===== src/rtl/uart_param.sv =====
// Parameterised UART: oversampling receiver and transmitter sharing one
// clk-domain tick enable. Frame format is set by DATA_BITS, PARITY and STOP_BITS.
module uart_param #(
  parameter int CLOCK_RATE = 100000000,
  parameter int BAUD_RATE  = 9600,
  parameter int DATA_BITS  = 8,
  parameter int PARITY     = 0,
  parameter int STOP_BITS  = 1,
  parameter int OVERSAMPLE = 16
) (
  input  logic                 clk,
  input  logic                 rst,
  input  logic                 rx,
  input  logic                 rx_en,
  output logic [DATA_BITS-1:0] rx_data,
  output logic                 rx_valid,
  output logic                 rx_busy,
  output logic                 rx_err_frame,
  output logic                 rx_err_parity,
  output logic                 tx,
  input  logic                 tx_en,
  input  logic                 tx_start,
  input  logic [DATA_BITS-1:0] tx_data,
  output logic                 tx_busy,
  output logic                 tx_done
);

  localparam int DIV_RAW = CLOCK_RATE / (BAUD_RATE * OVERSAMPLE);
  localparam int DIV     = (DIV_RAW < 1) ? 1 : DIV_RAW;
  localparam int DW      = (DIV > 1) ? $clog2(DIV) : 1;
  localparam int SW      = $clog2(OVERSAMPLE);
  localparam logic [DW-1:0] DIV_LAST  = DW'(DIV - 1);
  localparam logic [SW-1:0] S_LAST    = SW'(OVERSAMPLE - 1);
  localparam logic [SW-1:0] S_MID     = SW'(OVERSAMPLE / 2 - 1);
  localparam logic [3:0]    BIT_LAST  = 4'(DATA_BITS - 1);
  localparam logic [3:0]    STOP_LAST = 4'(STOP_BITS - 1);

  typedef enum logic [2:0] {RX_IDLE, RX_START, RX_DATA, RX_PARITY, RX_STOP} rx_state_t;
  typedef enum logic [2:0] {TX_IDLE, TX_START, TX_DATA, TX_PARITY, TX_STOP} tx_state_t;

  function automatic logic calc_parity(input logic [DATA_BITS-1:0] w);
    return (PARITY == 1) ? ~(^w) : ^w;
  endfunction

  logic [DW-1:0] tick_cnt;
  logic          tick;
  logic          rx_meta, rx_sync;

  assign tick = (tick_cnt == DIV_LAST);

  always_ff @(posedge clk) begin
    if (rst) begin
      tick_cnt <= '0;
      rx_meta  <= 1'b1;
      rx_sync  <= 1'b1;
    end else begin
      tick_cnt <= tick ? '0 : tick_cnt + 1'b1;
      rx_meta  <= rx;
      rx_sync  <= rx_meta;
    end
  end

  // Receiver
  rx_state_t            rx_state, rx_state_nxt;
  logic [SW-1:0]        rx_scnt, rx_scnt_nxt;
  logic [3:0]           rx_bit, rx_bit_nxt;
  logic [DATA_BITS-1:0] rx_shift, rx_shift_nxt, rx_data_nxt;
  logic                 rx_perr, rx_perr_nxt;
  logic                 rx_valid_nxt, rx_err_frame_nxt, rx_err_parity_nxt;
  logic                 rx_bit_end;

  assign rx_bit_end = tick && (rx_scnt == S_LAST);
  assign rx_busy    = (rx_state != RX_IDLE);

  always_ff @(posedge clk) begin
    if (rst) begin
      rx_state      <= RX_IDLE;
      rx_scnt       <= '0;
      rx_bit        <= '0;
      rx_shift      <= '0;
      rx_perr       <= 1'b0;
      rx_data       <= '0;
      rx_valid      <= 1'b0;
      rx_err_frame  <= 1'b0;
      rx_err_parity <= 1'b0;
    end else begin
      rx_state      <= rx_state_nxt;
      rx_scnt       <= rx_scnt_nxt;
      rx_bit        <= rx_bit_nxt;
      rx_shift      <= rx_shift_nxt;
      rx_perr       <= rx_perr_nxt;
      rx_data       <= rx_data_nxt;
      rx_valid      <= rx_valid_nxt;
      rx_err_frame  <= rx_err_frame_nxt;
      rx_err_parity <= rx_err_parity_nxt;
    end
  end

  // Parity errors are held pending so all results publish at the stop sample.
  always_comb begin
    rx_state_nxt      = rx_state;
    rx_scnt_nxt       = rx_scnt;
    rx_bit_nxt        = rx_bit;
    rx_shift_nxt      = rx_shift;
    rx_perr_nxt       = rx_perr;
    rx_data_nxt       = rx_data;
    rx_valid_nxt      = 1'b0;
    rx_err_frame_nxt  = rx_err_frame;
    rx_err_parity_nxt = rx_err_parity;
    if (rx_state != RX_IDLE && !rx_en) begin
      rx_state_nxt = RX_IDLE;
    end else begin
      case (rx_state)
        RX_IDLE: begin
          if (rx_en && !rx_sync) begin
            rx_state_nxt = RX_START;
            rx_scnt_nxt  = '0;
            rx_bit_nxt   = '0;
            rx_perr_nxt  = 1'b0;
          end
        end
        RX_START: begin
          if (tick) begin
            if (rx_scnt == S_MID) begin
              rx_scnt_nxt  = '0;
              rx_state_nxt = rx_sync ? RX_IDLE : RX_DATA;
            end else begin
              rx_scnt_nxt = rx_scnt + 1'b1;
            end
          end
        end
        RX_DATA: begin
          if (rx_bit_end) begin
            rx_scnt_nxt  = '0;
            rx_shift_nxt = {rx_sync, rx_shift[DATA_BITS-1:1]};
            if (rx_bit == BIT_LAST) begin
              rx_state_nxt = (PARITY == 0) ? RX_STOP : RX_PARITY;
            end else begin
              rx_bit_nxt = rx_bit + 1'b1;
            end
          end else if (tick) begin
            rx_scnt_nxt = rx_scnt + 1'b1;
          end
        end
        RX_PARITY: begin
          if (rx_bit_end) begin
            rx_scnt_nxt  = '0;
            rx_perr_nxt  = (rx_sync != calc_parity(rx_shift));
            rx_state_nxt = RX_STOP;
          end else if (tick) begin
            rx_scnt_nxt = rx_scnt + 1'b1;
          end
        end
        RX_STOP: begin
          if (rx_bit_end) begin
            rx_scnt_nxt       = '0;
            rx_valid_nxt      = 1'b1;
            rx_data_nxt       = rx_shift;
            rx_err_frame_nxt  = !rx_sync;
            rx_err_parity_nxt = rx_perr;
            rx_state_nxt      = RX_IDLE;
          end else if (tick) begin
            rx_scnt_nxt = rx_scnt + 1'b1;
          end
        end
        default: rx_state_nxt = RX_IDLE;
      endcase
    end
  end

  // Transmitter
  tx_state_t            tx_state, tx_state_nxt;
  logic [SW-1:0]        tx_scnt, tx_scnt_nxt;
  logic [3:0]           tx_bit, tx_bit_nxt;
  logic [DATA_BITS-1:0] tx_shift, tx_shift_nxt, tx_word, tx_word_nxt;
  logic                 tx_line_nxt, tx_done_nxt;
  logic                 tx_bit_end;

  assign tx_bit_end = tick && (tx_scnt == S_LAST);
  assign tx_busy    = (tx_state != TX_IDLE);

  always_ff @(posedge clk) begin
    if (rst) begin
      tx_state <= TX_IDLE;
      tx_scnt  <= '0;
      tx_bit   <= '0;
      tx_shift <= '0;
      tx_word  <= '0;
      tx       <= 1'b1;
      tx_done  <= 1'b0;
    end else begin
      tx_state <= tx_state_nxt;
      tx_scnt  <= tx_scnt_nxt;
      tx_bit   <= tx_bit_nxt;
      tx_shift <= tx_shift_nxt;
      tx_word  <= tx_word_nxt;
      tx       <= tx_line_nxt;
      tx_done  <= tx_done_nxt;
    end
  end

  // The line level is derived from the next state so tx changes with the state flop.
  always_comb begin
    tx_state_nxt = tx_state;
    tx_scnt_nxt  = tx_scnt;
    tx_bit_nxt   = tx_bit;
    tx_shift_nxt = tx_shift;
    tx_word_nxt  = tx_word;
    tx_done_nxt  = 1'b0;
    tx_line_nxt  = 1'b1;
    case (tx_state)
      TX_IDLE: begin
        if (tx_en && tx_start) begin
          tx_state_nxt = TX_START;
          tx_word_nxt  = tx_data;
          tx_shift_nxt = tx_data;
          tx_scnt_nxt  = '0;
          tx_bit_nxt   = '0;
        end
      end
      TX_START: begin
        if (tx_bit_end) begin
          tx_scnt_nxt  = '0;
          tx_state_nxt = TX_DATA;
        end else if (tick) begin
          tx_scnt_nxt = tx_scnt + 1'b1;
        end
      end
      TX_DATA: begin
        if (tx_bit_end) begin
          tx_scnt_nxt = '0;
          if (tx_bit == BIT_LAST) begin
            tx_bit_nxt   = '0;
            tx_state_nxt = (PARITY == 0) ? TX_STOP : TX_PARITY;
          end else begin
            tx_bit_nxt   = tx_bit + 1'b1;
            tx_shift_nxt = tx_shift >> 1;
          end
        end else if (tick) begin
          tx_scnt_nxt = tx_scnt + 1'b1;
        end
      end
      TX_PARITY: begin
        if (tx_bit_end) begin
          tx_scnt_nxt  = '0;
          tx_bit_nxt   = '0;
          tx_state_nxt = TX_STOP;
        end else if (tick) begin
          tx_scnt_nxt = tx_scnt + 1'b1;
        end
      end
      TX_STOP: begin
        if (tx_bit_end) begin
          tx_scnt_nxt = '0;
          if (tx_bit == STOP_LAST) begin
            tx_state_nxt = TX_IDLE;
            tx_done_nxt  = 1'b1;
          end else begin
            tx_bit_nxt = tx_bit + 1'b1;
          end
        end else if (tick) begin
          tx_scnt_nxt = tx_scnt + 1'b1;
        end
      end
      default: tx_state_nxt = TX_IDLE;
    endcase
    case (tx_state_nxt)
      TX_START:  tx_line_nxt = 1'b0;
      TX_DATA:   tx_line_nxt = tx_shift_nxt[0];
      TX_PARITY: tx_line_nxt = calc_parity(tx_word_nxt);
      default:   tx_line_nxt = 1'b1;
    endcase
  end

endmodule


===== config.mk =====
export PLATFORM = sky130hd
export DESIGN_NAME = uart_param
export DESIGN_NICKNAME = d
export VERILOG_FILES = /design/src/rtl/uart_param.sv
export SDC_FILE = /design/constraint.sdc
export NUM_CORES = 1
export LEC_CHECK = 0
export ABC_AREA = 1
export CORE_MARGIN = 2
export CORE_UTILIZATION = 54
export DETAILED_ROUTE_END_ITERATION = 8
export DONT_BUFFER_PORTS = 1
export GPL_ROUTABILITY_DRIVEN = 0
export PLACE_DENSITY = 0.69
export RECOVER_POWER = 100
export SETUP_SLACK_MARGIN = 0.15
export SLEW_MARGIN = 20
export SYNTH_ARGS = -nofsm -noshare
export SYNTH_HDL_FRONTEND = slang
export SYNTH_SLANG_ARGS = --single-unit

===== constraint.sdc =====
create_clock -name clk -period 2.6 [get_ports clk]
set_input_delay 0.13 -clock clk [delete_from_list [all_inputs] [get_ports clk]]
set_output_delay 0.13 -clock clk [all_outputs]
set_load 0.02 [all_outputs]

# After elaboration in Yosys (flattened, before gate mapping)
# Index checks and enable logic that the tools add are counted.
[totals]
register_bits = 72
inputBits = 14
out_inout_bits = 15
elab_cells = 146
[classes]
add_sub_neg = 5
eq_ne = 34
n_mux = 48
bitwise = 4
reduce_logical = 35
[op_table]
columns = ["op", "count"]
rows = [
  ["2-to-1 mux 4 bit", 15],
  ["2-to-1 mux 3 bit", 14],
  ["2-to-1 mux 8 bit", 5],
  ["case mux 3 bit (5 select lines)", 2],
  ["!= test 2 bit, second input constant", 14],
  ["== test 3 x 2 -> 1 bit, second input constant", 6],
  ["adder 4 x 1 -> 4 bit, second input constant", 4],
  ["case mux 4 bit (2 select lines)", 2],
  ["case mux 4 bit (4 select lines)", 1],
  ["case mux 8 bit (2 select lines)", 1],
  ["parity 8 bit", 2],
  ["== test 4 x 3 -> 1 bit, second input constant", 3],
  ["case mux 4 bit (3 select lines)", 1],
  ["adder 10 x 1 -> 10 bit, second input constant", 1],
  ["== test 10 bit, second input constant", 1],
  ["AND reduction 5 bit", 2],
  ["== test 3 x 1 -> 1 bit, second input constant", 3],
  ["AND reduction 3 bit", 3],
  ["nonzero test 3 bit", 3],
  ["OR reduction 3 bit", 3],
  ["== test 4 bit, second input constant", 2],
  ["AND reduction 4 bit", 2],
  ["nonzero test 2 bit", 4],
  ["AND reduction 7 bit", 1],
  ["other kinds (16)", 31],
]

# Logic depth before layout (Yosys ltp)
[logic_depth]
depth_word = 6
depth_mapped = 14
ltp_nobuf = 13

# Least setup slack after synthesis
# No wires, ideal clock.
[synth_path]
kind = "reg2reg"
startpoint = "register tick_cnt[0]"
endpoint = "register rx_state[0]"
setup_ps = 116
t_arrival_ps = 1439
required_ps = 2484
setup_slack_ps = 1045
path_stages_with_launch = 11
path_buffers = 0
synth_period_minus_slack_ps = 1555
path_cell_list = "dfxtp_1 inv_1 ha_1 inv_1 nor2_1 nand3_1 nand2_1 nor3b_1 nand2_1 nand2_1 a21oi_1"
[synth_via]
elab_chain_cells = 4
elab_cells_between_ends = 7
classes_between = "eq/ne: 5; reduce/logical: 2"
[synth_rtl]
columns = ["element", "line", "source"]
rows = [
  ["start, declared", "45", "logic [DW-1:0] tick_cnt;"],
  ["start signal, assigned", "57", "tick_cnt <= tick ? '0 : tick_cnt + 1'b1;"],
  ["== test 10 bit *", "49", "assign tick = (tick_cnt == DIV_LAST);"],
  ["logical AND 1 bit", "72", "assign rx_bit_end = tick && (rx_scnt == S_LAST);"],
  ["!= test 2 bit (no line)", "--", ""],
  ["AND reduction 7 bit (no line) *", "--", ""],
  ["end signal, assigned", "87", "rx_state <= rx_state_nxt;"],
  ["end, declared", "64", "rx_state_t rx_state, rx_state_nxt;"],
]
# Mark *: on every way between the ends. The rest lies on a longest branch, timed or not.
# A chain may end at the register's enable or synchronous reset.

# Worst setup path in the final report
[layout_path]
startpoint = "register tick_cnt[0]"
endpoint = "register rx_state[1]"
# The elaborated chain is that of the path after synthesis.

==> metrics.txt <==
most instantiated library cell after synthesis nand2_1; crit-path cells inv_1 -> ha_1 -> nand4_1 -> nor3_1 -> nand2_1 -> a21boi_0 -> nand2_1 -> nand2_1 -> a21oi_1; synth top area cells dfxtp_1 (39%), nand2_1 (15%), a21oi_1 (6.4%); crit path launch tick_cnt[0]; post-synth top area share 0.3937; Synth warnings 0; R2R Setup Slk 0.52 ns; ANT cells 0; Synth-to-Final Area Change 7.075%; clk root buf clkbuf_8; syn_area_per_cell 6.693 um^2; Tot GR Track Use 0.2113; num ports 29; sequential share of power 0.508; CTS tree yes; Critical Path Start Type flop; Skew-Pair Late Insertion Delay about 0.34 ns; pwr dens 579.9 mW/mm^2; Via density about 5.2; Synth area leader dfxtp_1; layout cells sized above 1 0.06498; crit-path max cell delay 0.47 ns; Post-Syn Instances 547; maxcap violations 0; Fin. Hold Viols 0; minimum clock period after layout around 2.1 ns; Clock Power Share 0.390; Reg-to-Reg Start tick_cnt[0]; Total Power 0.002273 W; Placed Area 0.003707 mm^2; HPWL after DPL 5.302 mm; vias in the first global route 3044; Setup Viol. Count Final 0; hold path depth 3; RSZ-0062 raised after global routing false; wire per inst 11.58 um; initial drt markers 189; element type at the critical path end flop; CTS Sinks 72; top cells by count, synth nand2_1 (150), dfxtp_1 (72), nor2_1 (61); Mapped Area 0.003661 mm^2; Core Region 0.006681 mm^2; final net count 570; R2R cell count 9; setup slack after layout 0.5190 ns; Setup CP Type reg -> reg; Synth cell types 34; die width 86.34 um; syn nets between 500 and 600; CTS H-tree lvls 3; status completed; Final Cell Area 0.003920 mm^2; Critical Path AT ~2.3 ns; Final Max Tran Viols 0; Num CTS Buffers 9; die area around 0.0075 mm^2; clock buffer depth 2; Fill cells 639; Starting Density 0.5479; pin count of the biggest net entering global routing 30; Synth async-reset ratio 0; switching power total roughly 0.00060 W; initial antenna violation count 0; Cell Rows 30; Post-synth EDFFs 0; post-synthesis sequential area ratio 0.3937; Seq cells post-synth 72; # port buffers 0; Int Power 0.001678 W; Hold Startpoint rst; IR Drop Worst-Case VDD 0.0003182 V; Final Skew 0.01029 ns; Fmax 0.4805 GHz; Worst Path Required 2.84 ns; Hold/Removal Path Class in -> reg; switching share of power 0.2618; most frequent CP cell nand2_1; DRC Markers 0; Final Cycle Share 0.8004; clock-pin transition on the worst setup and hold timing paths approximately 0.080 ns; Tightest Pin Transition 1.055 ns; Max FO, Critical Path 5; Total Routed Length around 7.3 mm; total global routing overflow 0; TritonRoute pass-1 iters 4; final antenna-violating net count 0; first-pass GRT wire length 12.88 mm; Logic pwr share 0.101; worst rel slew slack 0.2945; pre-CTS setup slack 0.7347 ns; Slowest-stage cell, CP a21boi_0; dominant synthesized flop cell dfxtp_1; vias 3295; Pleak 1.719 nW; Final TNS setup 0 ns; Die Y 86.34 um
-- power by group through the flow --
stage	Combinational (W)	Sequential (W)	Clock, W
2_1_floorplan	0.000193	0.00118	0
3_3_place_gp	0.000215	0.00118	0
3_5_place_dp	0.000222	0.00118	0
4_1_cts	0.000233	0.00116	0.000915
5_1_grt	0.000269	0.00116	0.000963
6_report	0.000230	0.00116	0.000888
-- metrics by stage --
step | hold slack (ns) | util | instances
floorplan | 0.2338 | - | 547
global placement | 0.2045 | 0.5549 | 615
detailed placement | 0.2070 | 0.5549 | 615
CTS | 0.004629 | 0.5890 | 634
global route | 0.02216 | 0.5867 | 634
finish | 0.02577 | 0.5867 | 634
-- logic make-up after synthesis --
| family | Yosys count | synth area share |
|---|---|---|
| flops | 72 | 0.3937 |
| simple gates | 276 | 0.3237 |
| compound gates | 101 | 0.1446 |
| xor+xnor | 11 | 0.02632 |
| fa+ha+maj | 7 | 0.02392 |
| buf+inv | 80 | 0.08783 |
-- worst paths after layout --
path                               endpoint
worst max-delay path            rx_state[1]
worst min-delay path            tick_cnt[6]
worst max register to register  rx_state[1]
worst min register to register      rx_sync
-- per-layer routing --
layer	global-route usage	vias up	part of all wire
li1	-	1752	-
met1	0.2821	1482	0.49
met2	0.3350	50	0.45
met3	0.05619	11	0.039
met4	0.06534	0	0.015
met5	0	-	0
-- what timing repair did --
action,CTS,global route
setup buffers,0,0
hold buffers,3,0
endpoints found under the hold margin,31,0
resized for setup,0,0
-- state kept, by name (all words and copies together), names as in the netlist --
register       cells
tx_bit             4
tx_state           3
rx_scnt            4
rx_shift           8
tx_shift           8
tx_scnt            4
rx_data            8
rx_meta            1
rx_bit             4
rx_err_parity      1
tx                 1
rx_err_frame       1
rx_valid           1
tx_done            1
tx_word            8
rx_sync            1
rx_perr            1
tick_cnt          10
rx_state           3
-- worst max-delay path: cells and delay by family, from the launching register on --
kind	cells	cell delay, ns
adders and majority gates	1	0.16
AOI/OAI and AO/OA	2	0.53
DFF	1	0.34
buffers and inverters	1	0.06
and+or+nand+nor	5	0.89
-- layout by cell type, fill, tap and decap left out, drive strengths merged --
master	count
nor3b	5
nor4	2
a211oi	1
o21ai	44
clkinvlp	1
ha	7
inv	66
nor3	10
a21oi	47
xor2	3
o211ai	3
a21boi	1
nand3b	1
clkbuf	12
buf	1
o21a	4
bufinv	1
nor2	69
or2	5
clkinv	3
dlygate4sd3	3
nand3	28
nand4	2
nand2	153
a31oi	1
and3	1
xnor2	8
dfxtp	72
-- area by class of cell --
type / count / area (um^2) / area share
multi-input cells: 395 / 1891 / 0.4823
inverters: 66 / 247.7 / 0.06320
well taps: 80 / 100.1 / 0.02553
flip-flops and latches: 72 / 1441 / 0.3677
clock buffers: 11 / 141.4 / 0.03607
clock inverters: 5 / 56.30 / 0.01436
repair buffers: 5 / 42.54 / 0.01085
Note: power is estimated with default switching activity, not from simulation.
